File: src/rtl/link_align_pkg.sv
// -----------------------------------------------------------------------------
// link_align_pkg
// Shared definitions for the link word aligner:
//   - align_state_t : aligner FSM state encoding (SEARCH / VERIFY / LOCKED)
//   - DEFAULT_SYNC_PATTERN : default training/idle byte
//   - cnt_width()   : width needed to hold a counter value 0..max_val
// -----------------------------------------------------------------------------
package link_align_pkg;

  typedef enum logic [1:0] {
    ST_SEARCH = 2'd0,
    ST_VERIFY = 2'd1,
    ST_LOCKED = 2'd2
  } align_state_t;

  localparam logic [7:0] DEFAULT_SYNC_PATTERN = 8'hAC;

  function automatic int cnt_width(input int max_val);
    return (max_val < 2) ? 1 : $clog2(max_val + 1);
  endfunction

endpackage

File: src/rtl/byte_window_sel.sv
// -----------------------------------------------------------------------------
// byte_window_sel
// Purely combinational window slicer for the word aligner. Builds the 16-bit
// window {prev, din}, derives the 8 candidate bytes cand(k) = win[k+7:k],
// compares each against PATTERN and priority-encodes the lowest matching k.
//
// Ports:
//   i_prev      : last accepted raw word (upper half of the window)
//   i_din       : current raw word (lower half of the window)
//   i_sel       : currently selected bit offset
//   o_sel_word  : cand(i_sel)
//   o_sel_match : cand(i_sel) == PATTERN
//   o_any_match : at least one candidate equals PATTERN
//   o_first_idx : lowest k with cand(k) == PATTERN (0 when none)
// -----------------------------------------------------------------------------
module byte_window_sel
  import link_align_pkg::*;
#(
  parameter logic [7:0] PATTERN = DEFAULT_SYNC_PATTERN
) (
  input  logic [7:0] i_prev,
  input  logic [7:0] i_din,
  input  logic [2:0] i_sel,
  output logic [7:0] o_sel_word,
  output logic       o_sel_match,
  output logic       o_any_match,
  output logic [2:0] o_first_idx
);

  logic [15:0] w_window;
  logic [7:0]  w_cand [8];
  logic [7:0]  w_match;

  assign w_window = {i_prev, i_din};

  always_comb begin
    for (int k = 0; k < 8; k++) begin
      w_cand[k]  = w_window[k +: 8];
      w_match[k] = (w_window[k +: 8] == PATTERN);
    end
  end

  // Scan from the top down so the last hit written is the smallest k.
  always_comb begin
    o_first_idx = 3'd0;
    for (int k = 7; k >= 0; k--) begin
      if (w_match[k]) o_first_idx = 3'(k);
    end
  end

  assign o_any_match = |w_match;
  assign o_sel_word  = w_cand[i_sel];
  assign o_sel_match = w_match[i_sel];

endmodule

File: src/rtl/link_word_aligner.sv
// -----------------------------------------------------------------------------
// link_word_aligner
// Finds the bit offset at which SYNC_PATTERN appears in the raw deserialized
// byte stream, confirms it over LOCK_COUNT consecutive matches, then delivers
// byte-aligned words. While locked and tracking, mismatches are counted and
// UNLOCK_COUNT consecutive misses force a new search.
//
//   state  | meaning
//   SEARCH | scanning all 8 offsets for the pattern
//   VERIFY | offset latched, counting consecutive matches
//   LOCKED | aligned; dout_valid active, optional pattern tracking
//
// Ports:
//   clk160         : clock
//   rst            : asynchronous active-high reset
//   din/din_valid  : raw ISERDES word and accept strobe (bit 7 earliest)
//   track_en       : 1 = monitor pattern while LOCKED, 0 = payload mode
//   relock         : force SEARCH, clears match/miss counters and prev_ok
//   reset_counters : clear align_errors
//   dout/dout_valid: aligned word, valid only for words accepted while LOCKED
//   locked         : high in LOCKED
//   bit_offset     : selected offset
//   align_errors   : saturating mismatch count while LOCKED and tracking
// -----------------------------------------------------------------------------
module link_word_aligner
  import link_align_pkg::*;
#(
  parameter logic [7:0] SYNC_PATTERN = DEFAULT_SYNC_PATTERN,
  parameter int         LOCK_COUNT   = 16,
  parameter int         UNLOCK_COUNT = 4,
  parameter int         ERR_W        = 16
) (
  input  logic             clk160,
  input  logic             rst,
  input  logic [7:0]       din,
  input  logic             din_valid,
  input  logic             track_en,
  input  logic             relock,
  input  logic             reset_counters,
  output logic [7:0]       dout,
  output logic             dout_valid,
  output logic             locked,
  output logic [2:0]       bit_offset,
  output logic [ERR_W-1:0] align_errors
);

  localparam int LCW = cnt_width(LOCK_COUNT);
  localparam int UCW = cnt_width(UNLOCK_COUNT);

  // Terminal-count values: the transition fires on the edge that accepts the
  // final match/miss, so compare against count-1 held in the register.
  localparam logic [LCW-1:0] LOCK_LAST   = LCW'(LOCK_COUNT - 1);
  localparam logic [UCW-1:0] UNLOCK_LAST = UCW'(UNLOCK_COUNT - 1);

  align_state_t     r_state;
  logic [7:0]       r_prev;
  logic             r_prev_ok;
  logic [LCW-1:0]   r_match_cnt;
  logic [UCW-1:0]   r_miss_cnt;
  logic [2:0]       r_bit_offset;
  logic [7:0]       r_dout;
  logic             r_dout_valid;
  logic             r_locked;
  logic [ERR_W-1:0] r_align_errors;

  logic [7:0]       w_sel_word;
  logic             w_sel_match;
  logic             w_any_match;
  logic [2:0]       w_first_idx;
  logic             w_compare;

  byte_window_sel #(
    .PATTERN (SYNC_PATTERN)
  ) u_window_sel (
    .i_prev      (r_prev),
    .i_din       (din),
    .i_sel       (r_bit_offset),
    .o_sel_word  (w_sel_word),
    .o_sel_match (w_sel_match),
    .o_any_match (w_any_match),
    .o_first_idx (w_first_idx)
  );

  // The very first word after reset/relock only primes the window.
  assign w_compare = din_valid && r_prev_ok;

  always_ff @(posedge clk160 or posedge rst) begin
    if (rst) begin
      r_state        <= ST_SEARCH;
      r_prev         <= 8'd0;
      r_prev_ok      <= 1'b0;
      r_match_cnt    <= '0;
      r_miss_cnt     <= '0;
      r_bit_offset   <= 3'd0;
      r_dout         <= 8'd0;
      r_dout_valid   <= 1'b0;
      r_locked       <= 1'b0;
      r_align_errors <= '0;
    end else begin
      r_dout_valid <= 1'b0;

      if (reset_counters) r_align_errors <= '0;

      if (din_valid) begin
        r_prev       <= din;
        r_prev_ok    <= 1'b1;
        r_dout       <= w_sel_word;
        r_dout_valid <= (r_state == ST_LOCKED);
      end

      if (relock) begin
        r_state     <= ST_SEARCH;
        r_locked    <= 1'b0;
        r_match_cnt <= '0;
        r_miss_cnt  <= '0;
        r_prev_ok   <= 1'b0;
      end else if (w_compare) begin
        case (r_state)
          ST_SEARCH: begin
            if (w_any_match) begin
              r_bit_offset <= w_first_idx;
              r_match_cnt  <= LCW'(1);
              r_state      <= ST_VERIFY;
            end
          end
          ST_VERIFY: begin
            if (w_sel_match) begin
              if (r_match_cnt == LOCK_LAST) begin
                r_state    <= ST_LOCKED;
                r_locked   <= 1'b1;
                r_miss_cnt <= '0;
              end else begin
                r_match_cnt <= r_match_cnt + 1'b1;
              end
            end else begin
              r_state     <= ST_SEARCH;
              r_match_cnt <= '0;
            end
          end
          ST_LOCKED: begin
            if (track_en) begin
              if (w_sel_match) begin
                r_miss_cnt <= '0;
              end else begin
                // A same-cycle reset_counters wins over the increment.
                if (!reset_counters && (r_align_errors != '1))
                  r_align_errors <= r_align_errors + 1'b1;
                if (r_miss_cnt == UNLOCK_LAST) begin
                  r_state     <= ST_SEARCH;
                  r_locked    <= 1'b0;
                  r_miss_cnt  <= '0;
                  r_match_cnt <= '0;
                end else begin
                  r_miss_cnt <= r_miss_cnt + 1'b1;
                end
              end
            end
          end
          default: begin
            r_state  <= ST_SEARCH;
            r_locked <= 1'b0;
          end
        endcase
      end
    end
  end

  assign dout         = r_dout;
  assign dout_valid   = r_dout_valid;
  assign locked       = r_locked;
  assign bit_offset   = r_bit_offset;
  assign align_errors = r_align_errors;

endmodule

File: config.mk
export PLATFORM = sky130hd
export DESIGN_NAME = link_word_aligner
export DESIGN_NICKNAME = d
export VERILOG_FILES = /design/src/rtl/link_align_pkg.sv /design/src/rtl/byte_window_sel.sv /design/src/rtl/link_word_aligner.sv
export SDC_FILE = /design/constraint.sdc
export NUM_CORES = 1
export LEC_CHECK = 0
export ABC_AREA = 1
export BUFFER_PORTS_ARGS = -buffer_cell sky130_fd_sc_hd__buf_4
export CORE_ASPECT_RATIO = 0.7
export CORE_MARGIN = 8
export CORE_UTILIZATION = 50
export DETAILED_ROUTE_END_ITERATION = 16
export GPL_TIMING_DRIVEN = 0
export PLACE_DENSITY = 0.73
export SLEW_MARGIN = 40
export SYNTH_ARGS = -nofsm -noshare
export SYNTH_HDL_FRONTEND = slang
export SYNTH_SLANG_ARGS = --single-unit
File: constraint.sdc
create_clock -name clk160 -period 1.7 [get_ports clk160]
set_clock_uncertainty 0.2 [all_clocks]
set_input_delay 0 -clock clk160 [delete_from_list [all_inputs] [get_ports clk160]]
set_output_delay 0 -clock clk160 [all_outputs]
set_load 0.005 [all_outputs]
==> reports/metrics.cfg <==
[run_status]
outcome=finished with violations
violations=hold timing, setup timing

[worst_setup_path]
cp-start-kind=register
crit_path_max_fanout=6
critical_path.endpoint_type=register
crit_arrival_ps=2120
required_ps=1760
worstSetupPathType=register to register
worstPathCellList=buf_6 -> nand2_8 -> nor2_4 -> nand3_2 -> nand3_2 -> nand3_2 -> nand2_2 -> buf_12 -> buf_12 -> nor2_4 -> nand2_2 -> nor2_1 -> nand2_1 -> nand2_1
path_common_cell=nand3_2
critPathSlowestCell=dfrtp_1
cpPeakStageDelay_ps=450

[global_route]
grt_max_degree=35
track_usage_pct=21.3
grt_pass1_vias=3513
grt_pass1_wl_mm=17.1
antenna_found_initial=0
gr-total-overflow=0

[floorplan]
num_io_pins=43
core_sq_mm=0.00676
die_x_microns=116
num_rows=25
die-area_sq_mm=0.00993
fp.dieH_microns=85.8
start_util_pct=51.5

[pwr]
p_seq_share_pct=38.5
p_sw_mw=1.19
p_total_mw=3.33
switching_share_pct=35.8
power_density_mw_per_mm2=677
clkPwrFrac_pct=26.8
p_leak_nw=2.40
p_comb_share_pct=34.7
internal-power_mw=2.14
vdd_drop_max_mv=0.512

[clock_tree]
htreeDepth=2
clock_sinks=47
cts_tree=done
cts_buffer_depth=2
cts_inserted_buffers=5
clkTransAtPathRegs_ps=110
cts_root_buffer=clkbuf_8
clk_latency_ps=310

[sta]
fin_ws_ps=-356
relSlewSlack_pct=63.4
rsz0062_at_grt=true
hold_slack_ps=-7.98
period_minus_slack_ps=2060
hold_viol_final=4
drv_slew=0
setup_violations=35
tightest_slew_ps=548
clock.fmax_ghz=0.486
fin_crit_sh_pct=121

[worst_hold_path]
hp-class=input port to register

[route]
dr.pass1.iters=5
route.vias.total=3982
vias_per_cell=5.43
drt-total-wl_mm=11.5
drtIter0Drc=361
postRouteAntennaNets=0
post-route-drc-count=0
wl_per_cell_microns=15.7

[synth]
syn_area_sq_mm=0.00348
synth.most_common_cell=nand2_1
yosysTopAreaCellShare_pct=33.8
synth_edf_count=0
synth_area_leaders=dfrtp_1 34%, nand2_1 21%, o21ai_0 7.2%
synth_cell_types=31
ys_seq_area_share_pct=33.8
synthesis.instances=546
syn_nets=567
synth_area_per_cell_sq_um=6.38
synth_async_sr_flop_share_pct=100
yosysTopAreaCell=dfrtp_1
synth_ff_type=dfrtp_1
ys_warn_count=0
ys_ff_latch=47
synth_common_cells=196 x nand2_1, 65 x nor2_1, 59 x inv_1, 50 x o21ai_0, 47 x dfrtp_1

[placement]
place_congestion=0.889
dp_hpwl_mm=7.46
port_buffers=40
dpl.cell_count=681
dpl-instance-area_sq_mm=0.00398

[cells_and_area]
finalNonFillerCells=734
diodes=0
layout-drive-gt1-share_pct=31.6
syn2layout_area_growth_pct=41.1
finalInstanceArea_sq_mm=0.00491
fin_util_pct=72.7
num-nets-final=660

[job]
drv_cap=0

## cell families (layout without fill, tap and decap cells)
family / Yosys count / in the layout / synth area share [%]
adder cells (fa/ha/maj): 7 / 7 / 2.52
AND/OR/NAND/NOR: 316 / 316 / 38.3
AO/OA/AOI/OAI: 80 / 80 / 12.7
multiplexers: 1 / 1 / 0.288
XOR/XNOR: 11 / 11 / 2.77
buffers and inverters: 84 / 178 / 9.71
flip-flops: 47 / 47 / 33.8
## flip-flops by register name (all words and copies together), names as in the netlist
signal        count
locked            1
r_miss_cnt        3
bit_offset        3
dout              8
r_match_cnt       5
align_errors     16
dout_valid        1
r_prev_ok         1
r_state           2
r_prev            7
## placed cells by master, fill, tap and decap left out, types with 2 or more instances in the layout
master,n
nand2_1,172
buf_4,64
inv_1,49
nor2_1,49
dfrtp_1,43
o21ai_1,24
nand2_2,20
nand3_1,18
inv_2,17
o21ai_0,16
nand3_2,13
dlygate4sd3_1,13
nor2_4,12
xor2_1,11
o21ai_2,10
nor2_2,10
a21oi_1,9
nand2_4,8
nand4_1,7
o21bai_1,6
o21ai_4,5
clkbuf_1,5
ha_1,5
clkbuf_8,5
clkbuf_2,4
buf_6,4
buf_12,4
dfrtp_2,4
buf_8,3
a31oi_1,3
o211ai_1,3
buf_2,2
clkinv_1,2
nor3_2,2
a21oi_4,2
nand3_4,2
ha_2,2
clkbuf_16,2
## final cells by class
type | count | area [sq um]
multi-input combinational | 415 | 2350
fill | 512 | 1850
sequential | 47 | 1180
timing repair buffer | 86 | 759
inverter | 69 | 262
buffer | 15 | 120
tap | 94 | 118
clock buffer | 5 | 68.8
clock inverter | 3 | 47.5
## critical path, delay by kind of cell, from the launching register on
kind | cells | cell delay, ps
simple gates | 11 | 900
flops | 1 | 450
buf+inv | 3 | 430
## final timing paths
| path | startpoint | to | slack (ps) | cells after the start |
|---|---|---|---|---|
| worst max-delay path | r_prev[3] | align_errors[1] | -360 | 14 |
| worst min register to register | dout[0] | dout[0] | 290 | 2 |
| max in group asynchronous | rst | r_match_cnt[2] | 300 | 5 |
| worst min-delay path | relock | align_errors[7] | -8 | 4 |
| worst max register to register | r_prev[3] | align_errors[1] | -360 | 14 |
| min in group asynchronous | rst | dout[1] | 550 | 4 |
## power by group through the flow
stage	logic, mW	registers (mW)	clock network, mW
after global placement	0.761	1.30	0
after global routing	1.25	1.29	0.953
after detailed placement	0.776	1.30	0
after CTS	0.906	1.28	0.891
after floorplan	0.514	1.29	0
final	1.15	1.28	0.891
## what timing repair did
| item | in CTS | in global routing |
|---|---|---|
| setup endpoints to repair | 38 | 38 |
| gates resized for setup | 59 | 90 |
| hold buffers | 12 | 1 |
| pin swaps | 18 | 28 |
| endpoints found under the hold margin | 68 | 2 |
| cloned | 0 | 2 |
| buffers inserted | 20 | 10 |
## metrics by stage
stage / TNS [ps] / setup slack [ps] / hold slack (ps)
after global placement: -25680 / -406 / 31.1
after CTS: -5900 / -278 / -102
after global routing: -12500 / -493 / 11.7
after floorplan: -2790 / -199 / -79.0
after detailed placement: -11120 / -429 / -256
final: -8500 / -356 / -7.98
## per-layer routing
metal | share of wire [%] | up-vias | track usage (%)
li1 | - | 1904 | -
met1 | 44 | 1849 | 30.1
met2 | 45 | 205 | 32.2
met3 | 8.7 | 24 | 5.33
met4 | 2.3 | 0 | 3.87
met5 | 0 | - | 0
No activity file was read; power rests on OpenSTA's default activity.
